<file path="src/rtl/pfb_deadlock_aggregator.sv">
// Dataflow deadlock aggregator: declares deadlock when every non-idle process stays blocked
// for THRESHOLD consecutive cycles. The optional timestamp is enabled by PFB_DEADLOCK_TIMESTAMP_EN.
module pfb_deadlock_aggregator #(
   parameter int N_PROC    = 3,
   parameter int THRESHOLD = 16,
   parameter int CNT_W     = 8,
   parameter int IDX_W     = 2
) (
   input  logic              clock,
   input  logic              reset,
   input  logic [N_PROC-1:0] proc_block,
   input  logic [N_PROC-1:0] proc_idle,
   input  logic              clear,
   output logic              deadlock,
   output logic              deadlock_pulse,
   output logic [N_PROC-1:0] block_snapshot,
   output logic [IDX_W-1:0]  first_idx,
   output logic [CNT_W-1:0]  stall_cnt
`ifdef PFB_DEADLOCK_TIMESTAMP_EN
   ,
   output logic [31:0]       detect_cycle
`endif
);

   typedef enum logic [1:0] {IDLE, WATCH, CONFIRMED} state_t;

   state_t            r_state;
   state_t            w_state_next;
   logic              r_deadlock, w_deadlock_next;
   logic              r_pulse;
   logic [N_PROC-1:0] r_snapshot, w_snapshot_next;
   logic [IDX_W-1:0]  r_first_idx, w_first_idx_next;
   logic [CNT_W-1:0]  r_stall_cnt, w_stall_cnt_next;
   logic              w_stall;
   logic              w_enter;
   logic [IDX_W-1:0]  w_low_idx;

   // All-idle is not a stall: at least one process must actually be blocked.
   assign w_stall = (&(proc_block | proc_idle)) && (|proc_block);

   always_comb begin
      w_low_idx = '0;
      for (int i = N_PROC - 1; i >= 0; i--) begin
         if (proc_block[i]) w_low_idx = IDX_W'(i);
      end
   end

   always_ff @(posedge clock) begin
      if (reset) begin
         r_state     <= IDLE;
         r_deadlock  <= 1'b0;
         r_pulse     <= 1'b0;
         r_snapshot  <= '0;
         r_first_idx <= '0;
         r_stall_cnt <= '0;
      end else begin
         r_state     <= w_state_next;
         r_deadlock  <= w_deadlock_next;
         r_pulse     <= w_enter;
         r_snapshot  <= w_snapshot_next;
         r_first_idx <= w_first_idx_next;
         r_stall_cnt <= w_stall_cnt_next;
      end
   end

   always_comb begin
      w_state_next     = r_state;
      w_deadlock_next  = r_deadlock;
      w_snapshot_next  = r_snapshot;
      w_first_idx_next = r_first_idx;
      w_stall_cnt_next = r_stall_cnt;
      w_enter          = 1'b0;
      if (clear) begin
         w_state_next     = IDLE;
         w_deadlock_next  = 1'b0;
         w_stall_cnt_next = '0;
      end else begin
         case (r_state)
            IDLE: begin
               if (w_stall) begin
                  w_first_idx_next = w_low_idx;
                  w_stall_cnt_next = CNT_W'(1);
                  if (THRESHOLD == 1) w_enter = 1'b1;
                  else                w_state_next = WATCH;
               end else begin
                  w_stall_cnt_next = '0;
               end
            end
            WATCH: begin
               if (!w_stall) begin
                  w_state_next     = IDLE;
                  w_stall_cnt_next = '0;
               end else if (r_stall_cnt == CNT_W'(THRESHOLD - 1)) begin
                  w_enter = 1'b1;
               end else begin
                  w_stall_cnt_next = r_stall_cnt + CNT_W'(1);
               end
            end
            default: ;
         endcase
         // Detection entry overrides the per-state updates above.
         if (w_enter) begin
            w_state_next     = CONFIRMED;
            w_deadlock_next  = 1'b1;
            w_snapshot_next  = proc_block;
            w_stall_cnt_next = CNT_W'(THRESHOLD);
         end
      end
   end

   assign deadlock       = r_deadlock;
   assign deadlock_pulse = r_pulse;
   assign block_snapshot = r_snapshot;
   assign first_idx      = r_first_idx;
   assign stall_cnt      = r_stall_cnt;

`ifdef PFB_DEADLOCK_TIMESTAMP_EN
   logic [31:0] r_cycle;
   logic [31:0] r_detect_cycle;

   // Free-running cycle counter; detect_cycle survives clear and only reset zeroes it.
   always_ff @(posedge clock) begin
      if (reset) begin
         r_cycle        <= '0;
         r_detect_cycle <= '0;
      end else begin
         r_cycle <= r_cycle + 32'd1;
         if (w_enter) r_detect_cycle <= r_cycle;
      end
   end

   assign detect_cycle = r_detect_cycle;
`endif

endmodule

</file>
<file path="config.mk">
export PLATFORM = sky130hd
export DESIGN_NAME = pfb_deadlock_aggregator
export DESIGN_NICKNAME = d
export VERILOG_FILES = /design/src/rtl/pfb_deadlock_aggregator.sv
export SDC_FILE = /design/constraint.sdc
export NUM_CORES = 1
export LEC_CHECK = 0
export ABC_AREA = 1
export CAP_MARGIN = 20
export CORE_MARGIN = 2
export CORE_UTILIZATION = 40
export CTS_BUF_LIST = sky130_fd_sc_hd__clkbuf_2 sky130_fd_sc_hd__clkbuf_4 sky130_fd_sc_hd__clkbuf_8
export CTS_CLUSTER_DIAMETER = 150
export CTS_CLUSTER_SIZE = 24
export DETAILED_ROUTE_END_ITERATION = 8
export DONT_BUFFER_PORTS = 1
export PLACE_DENSITY = 0.54
export SYNTH_ARGS = -nofsm -noshare
export SYNTH_HDL_FRONTEND = slang
export SYNTH_SLANG_ARGS = --single-unit
</file>
<file path="constraint.sdc">
create_clock -name clock -period 2.8 [get_ports clock]
set_input_delay 0.56 -clock clock [delete_from_list [all_inputs] [get_ports clock]]
set_output_delay 0.56 -clock clock [all_outputs]
set_load 0.02 [all_outputs]
</file>
==> metrics.yaml, run 1 <==
run_status:
  run_status: "completed"
worst_hold_path:
  hold_path.startpoint: "reset"
  timing.hold.worst.class: "in2reg"
  end_point_of_the_most_critical_hold_path: "deadlock_pulse"
  whs_path_depth: 1
sta:
  fin_setup_tns_ps: 0
  clock.fmax_mhz: 593
  worst-slew-pin-transition_ps: 423
  layout_worst_path_cycle_share_pct: 60.2
  drv_slew: 0
  max-slew-margin-rel_pct: 71.8
  timing.final.crit_period_ps: 1690
  clock_skew_ps: 1.89
  finalHoldViolCount: 0
  setup_viol_count_final: 0
  rsz_0062_raised_after_global_routing: "false"
synth:
  yosys.cell_count.top_type: "sky130_fd_sc_hd__nand2_1"
  number_of_synthesized_flops_with_an_enable_pin: 0
  synth_largest_type_area_fraction_pct: 35.0
  postSynthAreaPerCell_sq_um: 6.40
  register_bit_total_from_synthesis: 17
  yosysTopAreaCell: "sky130_fd_sc_hd__dfxtp_1"
  post_synth_inst_count: 152
  synth_cell_types: 20
  synth_seq_area_share_pct: 35.0
  netlist_top_cells_area: "sky130_fd_sc_hd__dfxtp_1 35%, sky130_fd_sc_hd__nand2_1 14%, sky130_fd_sc_hd__inv_1 11%, sky130_fd_sc_hd__nor2_1 8.5%, sky130_fd_sc_hd__nand3_1 6.7%"
  yosys-top-cells-count: "37 x sky130_fd_sc_hd__nand2_1, 28 x sky130_fd_sc_hd__inv_1, 22 x sky130_fd_sc_hd__nor2_1, 17 x sky130_fd_sc_hd__dfxtp_1, 13 x sky130_fd_sc_hd__nand3_1"
  syn_area_sq_um: 972
  postSynth.topFlopCell: "sky130_fd_sc_hd__dfxtp_1"
  synth.yosys.warnings: 0
  syn-num-nets: 162
  post_synthesis_async_set_or_reset_flop_share_pct: 0
worst_setup_path:
  worstReg2RegEnd: "stall_cnt[7]"
  worstSetupPathType: "reg2reg"
  worst_ep_arrival_time_ps: 1880
  ff2ff_path_depth: 8
  worstPathRequired_ps: 3000
  worst-r2r-setup-slack_ps: 1110
  path_max_fanout: 6
  critPathCaptureType: "flop"
  critical_path.reg2reg.startpoint: "stall_cnt[0]"
  worstSetupStartpointType: "flop"
global_routing:
  grt_util_all_layers_pct: 16.4
  grt-ovfl-total: 0
  grt_antenna_before_repair: 0
  grt_pass1_wl_mm: 3.42
  grt_max_degree: 10
  first_global_vias: 781
final_layout:
  post_synthesis_to_final_layout_area_growth_pct: 6.69
  layout.core_utilization_pct: 46.0
  final_layout_size_suffix_gt1_share_pct: 11.5
  nNetsFinal: 167
  antenna-diode-count: 0
floorplan:
  coreArea_sq_um: 2250
  design.portCount: 24
  area_of_the_die_sq_um: 2840
  die_width_um: 53.3
  fp.dieH_um: 53.3
  std_cell_rows: 17
  floorplan.initialDensity_pct: 43.1
cts:
  cts-root-to-sink-buffers: 2
  cts_hold_repair.buffers: 0
  h_tree_lvl_count: 1
  clk_latency_ps: 290
  cts.sink_count: 17
  tritoncts: "done"
  cts.clk_slew.worst_paths_ps: 110
  clockRootBuffer: "sky130_fd_sc_hd__clkbuf_4"
  tritoncts.num_buffers: 3
  postCtsSetupBuffers: 0
  post_cts.resized_instances: 0
pwr:
  power.combinational.fraction_pct: 8.4
  design_power_total_uw: 431
  highest_ir_drop_seen_on_vdd_mv: 0.165
  clkPwrFrac_pct: 34.3
  cellInternalPower_uw: 319
  power.share.sequential_pct: 57.3
  power.density_nw_per_um2: 416
  p_sw_share_pct: 25.9
  power_switching_uw: 112
  power_leakage_uw: 0.000476
job:
  maxCapViolCount: 0
drt:
  drc: 0
  detailedRoute.firstIterationViolations: 21
  route.detailed.wl_per_inst_um: 11.7
  drt.antenna.violating_nets: 0
  routed_wl_mm: 2.15
  route.detailed.vias_per_inst: 4.86
  drtPass1Iterations: 4
  dr_total_vias: 895
placement:
  gpl.final_weighted_congestion: 0.758
  dp_hpwl_mm: 1.65
  port_buffers: 0
-- through the flow --
step | std cells | hold slack (ps) | worst slack (ps) | area, sq um
6_report | 184 | 324 | 1110 | 1040
5_1_grt | 184 | 316 | 947 | 1040
4_1_cts | 184 | 316 | 1100 | 1040
3_5_place_dp | 180 | 539 | 1120 | 1010
3_3_place_gp | 180 | 530 | 1160 | 1010
2_1_floorplan | 152 | 505 | 1290 | 972
-- final cells by class --
type	count	area, sq um
inverter	30	113
fill	250	1220
clock buffer	4	30.0
multi-input combinational	105	519
tap	28	35.0
sequential	17	340
-- cell families after synthesis --
family,count (synthesis),synth area share [%]
simple gates,90,44.3
buf+inv,30,11.6
flops,17,35.0
compound gates,13,6.95
xor+xnor,1,0.901
fa+ha+maj,1,1.29
-- sequential cells by signal, indices dropped and copies added, names as in the netlist --
signal / flops
deadlock: 1
block_snapshot: 3
r_state: 2
stall_cnt: 8
deadlock_pulse: 1
first_idx: 2
-- power by group through the flow --
stage               Sequential (uW)  Clock (uW)  Combinational, uW
floorplan                       252           0               29.2
global placement                253           0               36.3
detailed placement              253           0               36.2
CTS                             247         153               36.4
global route                    248         162               41.5
finish                          247         148               36.2
-- metal layers --
| metal | part of all wire [%] | track usage, % | up-vias |
|---|---|---|---|
| li1 | - | - | 480 |
| met1 | 49 | 23.2 | 391 |
| met2 | 45 | 24.7 | 20 |
| met3 | 4.9 | 3.11 | 4 |
| met5 | 0 | 0 | - |
| met4 | 0.93 | 5.13 | 0 |
-- worst max path at each step --
stage / start / end
2_1_floorplan: stall_cnt[1] / stall_cnt[2]
3_3_place_gp: stall_cnt[0] / stall_cnt[1]
3_5_place_dp: stall_cnt[0] / stall_cnt[5]
4_1_cts: stall_cnt[0] / stall_cnt[5]
5_1_grt: stall_cnt[0] / stall_cnt[7]
6_report: stall_cnt[0] / stall_cnt[7]
-- placed cells by master, fill, tap and decap left out, types with 3 or more instances in the layout --
cell type                  instances
sky130_fd_sc_hd__nor2_2            3
sky130_fd_sc_hd__nand2_1          37
sky130_fd_sc_hd__clkbuf_4          4
sky130_fd_sc_hd__nor2_1           22
sky130_fd_sc_hd__a21oi_1          10
sky130_fd_sc_hd__nand4_1           5
sky130_fd_sc_hd__inv_1            28
sky130_fd_sc_hd__nand3_1          13
sky130_fd_sc_hd__dfxtp_1          17
-- worst max-delay path, stage by stage (launching register included) --
cell and delay, ps:
sky130_fd_sc_hd__dfxtp_1 530, sky130_fd_sc_hd__ha_1 260, sky130_fd_sc_hd__nand3_2 120, sky130_fd_sc_hd__nor2_2 180
sky130_fd_sc_hd__inv_1 80, sky130_fd_sc_hd__nor2_2 180, sky130_fd_sc_hd__nor2_2 80, sky130_fd_sc_hd__inv_2 110
sky130_fd_sc_hd__a21oi_1 50
(Power assumes the default switching activity.)
==> inputs of run 2 (changes only) <==
- PLACE_DENSITY: 0.54 -> 0.56
- clock period: 2.8 -> 1.55 ns (I/O delays scaled with it)
==> metrics.yaml, run 2 (same netlist as run 1, synthesis figures left out) <==
run_status:
  run_status: "completed"
sta:
  rsz_0062_raised_after_global_routing: "false"
  fin_setup_tns_ps: 0
  drv_slew: 0
  setup_ws_ps: 160
  timing.final.crit_period_ps: 1390
  hold-worst-slack_ps: 71.8
  worst-slew-pin-transition_ps: 334
  layout_worst_path_cycle_share_pct: 89.7
  clock_skew_ps: 3.91
  setup_viol_count_final: 0
  finalHoldViolCount: 0
  clock.fmax_mhz: 719
  max-slew-margin-rel_pct: 77.6
floorplan:
  floorplan.initialDensity_pct: 43.1
  std_cell_rows: 17
  area_of_the_die_sq_um: 2840
  die_width_um: 53.3
  coreArea_sq_um: 2250
  design.portCount: 24
  fp.dieH_um: 53.3
final_layout:
  most_frequent_standard_cell_in_the_layout_excluding_fill_and_tap_cells: "sky130_fd_sc_hd__nand2_1"
  antenna-diode-count: 0
  final_layout_size_suffix_gt1_share_pct: 16.9
  final_cells: 194
  post_synthesis_to_final_layout_area_growth_pct: 14.7
  largest_register_ffs: 8
  most-common-layout-cells: "37 x sky130_fd_sc_hd__nand2_1, 28 x sky130_fd_sc_hd__inv_1, 22 x sky130_fd_sc_hd__nor2_1"
  nNetsFinal: 177
  layout.core_utilization_pct: 49.4
drt:
  drt.antenna.violating_nets: 0
  routed_wl_mm: 2.16
  detailedRoute.firstIterationViolations: 20
  dr_total_vias: 928
  drtPass1Iterations: 4
  route.detailed.wl_per_inst_um: 11.1
  drc: 0
  route.detailed.vias_per_inst: 4.78
pwr:
  power_leakage_uw: 0.000530
  highest_ir_drop_seen_on_vdd_mv: 0.365
  power.density_nw_per_um2: 680
cts:
  clk_latency_ps: 290
  tritoncts.num_buffers: 3
  cts.clk_slew.worst_paths_ps: 110
  tritoncts: "done"
  postCtsSetupBuffers: 0
  cts-root-to-sink-buffers: 2
  h_tree_lvl_count: 1
  cts.sink_count: 17
  clockRootBuffer: "sky130_fd_sc_hd__clkbuf_4"
global_routing:
  grt-ovfl-total: 0
  first_global_vias: 848
  grt_util_all_layers_pct: 18.2
  grt_antenna_before_repair: 0
  grt_max_degree: 11
  grt_pass1_wl_mm: 3.72
worst_hold_path:
  timing.hold.worst.class: "in2reg"
  whs_path_depth: 1
placement:
  port_buffers: 0
  dp_hpwl_mm: 1.74
  placed_cells: 190
  gpl.final_weighted_congestion: 0.802
  dp_slack_ps: 141
worst_setup_path:
  worstSetupPathType: "reg2reg"
  critPathCaptureType: "flop"
  ff2ff_path_depth: 8
  worstPathRequired_ps: 1740
  worst_ep_arrival_time_ps: 1580
  worstSetupStartpointType: "flop"
  path_max_fanout: 6
job:
  maxCapViolCount: 0
[run 2: cell types whose count changed in the layout (fill, tap and decap cells not counted), sizes merged]
cell,delta
buf,+10
clkbuf,-1
clkinv,+1
[run 2: report_power, final]
group	switching [uW]	total, uW	internal (uW)
clock network	147	243	95.9
registers	3.89	444	440
logic	48.8	70.9	22.1
total	200	758	558
[run 2: what timing repair did]
item / in CTS / in global routing
hold buffers: 0 / 0
endpoints found under the setup margin: 0 / 6
resized for setup: 0 / 1
[run 2: cell type report]
class | instances | area [sq um]
Clock inverter | 1 | 5.00
Tap cell | 28 | 35.0
Inverter | 30 | 113
Fill cell | 245 | 1140
Sequential cell | 17 | 340
Clock buffer | 3 | 22.5
Timing Repair Buffer | 10 | 75.1
Multi-Input combinational cell | 105 | 524
[run 2: critical path, cell delays in order, from the launching register on]
cell and delay, ps:
sky130_fd_sc_hd__dfxtp_1 350, sky130_fd_sc_hd__ha_1 200, sky130_fd_sc_hd__nand3_2 120, sky130_fd_sc_hd__nor2_2 160, sky130_fd_sc_hd__inv_1 90, sky130_fd_sc_hd__nor2_4 140
sky130_fd_sc_hd__nor2_2 60, sky130_fd_sc_hd__inv_2 110, sky130_fd_sc_hd__a21oi_1 50
[run 2: per-layer routing]
metal  wire length, um  vias to the layer above  track usage [%]
met4                 0                        0             6.41
met5                 0                        -                0
met2               960                       18             27.6
met3                92                        0             3.95
li1                  -                      500                -
met1              1110                      410             25.0
[run 2: metrics by stage]
step	cell area (sq um)	total power [uW]
2_1_floorplan	972	508
3_3_place_gp	1080	525
3_5_place_dp	1080	525
4_1_cts	1110	766
5_1_grt	1110	802
6_report	1110	758
[run 2: worst paths after layout]
| path | slack, ps | to | startpoint |
|---|---|---|---|
| setup / recovery | 160 | stall_cnt[2] | stall_cnt[0] |
| hold / removal | 70 | first_idx[1] | reset |
| setup reg to reg | 160 | stall_cnt[2] | stall_cnt[0] |
| hold reg to reg | 530 | stall_cnt[2] | stall_cnt[2] |
==> inputs of run 3 (changes only) <==
- CTS_CLUSTER_DIAMETER: 150 -> 40
==> results of run 3 <==
Final layout, timing and power as in run 2 (identical DEF).
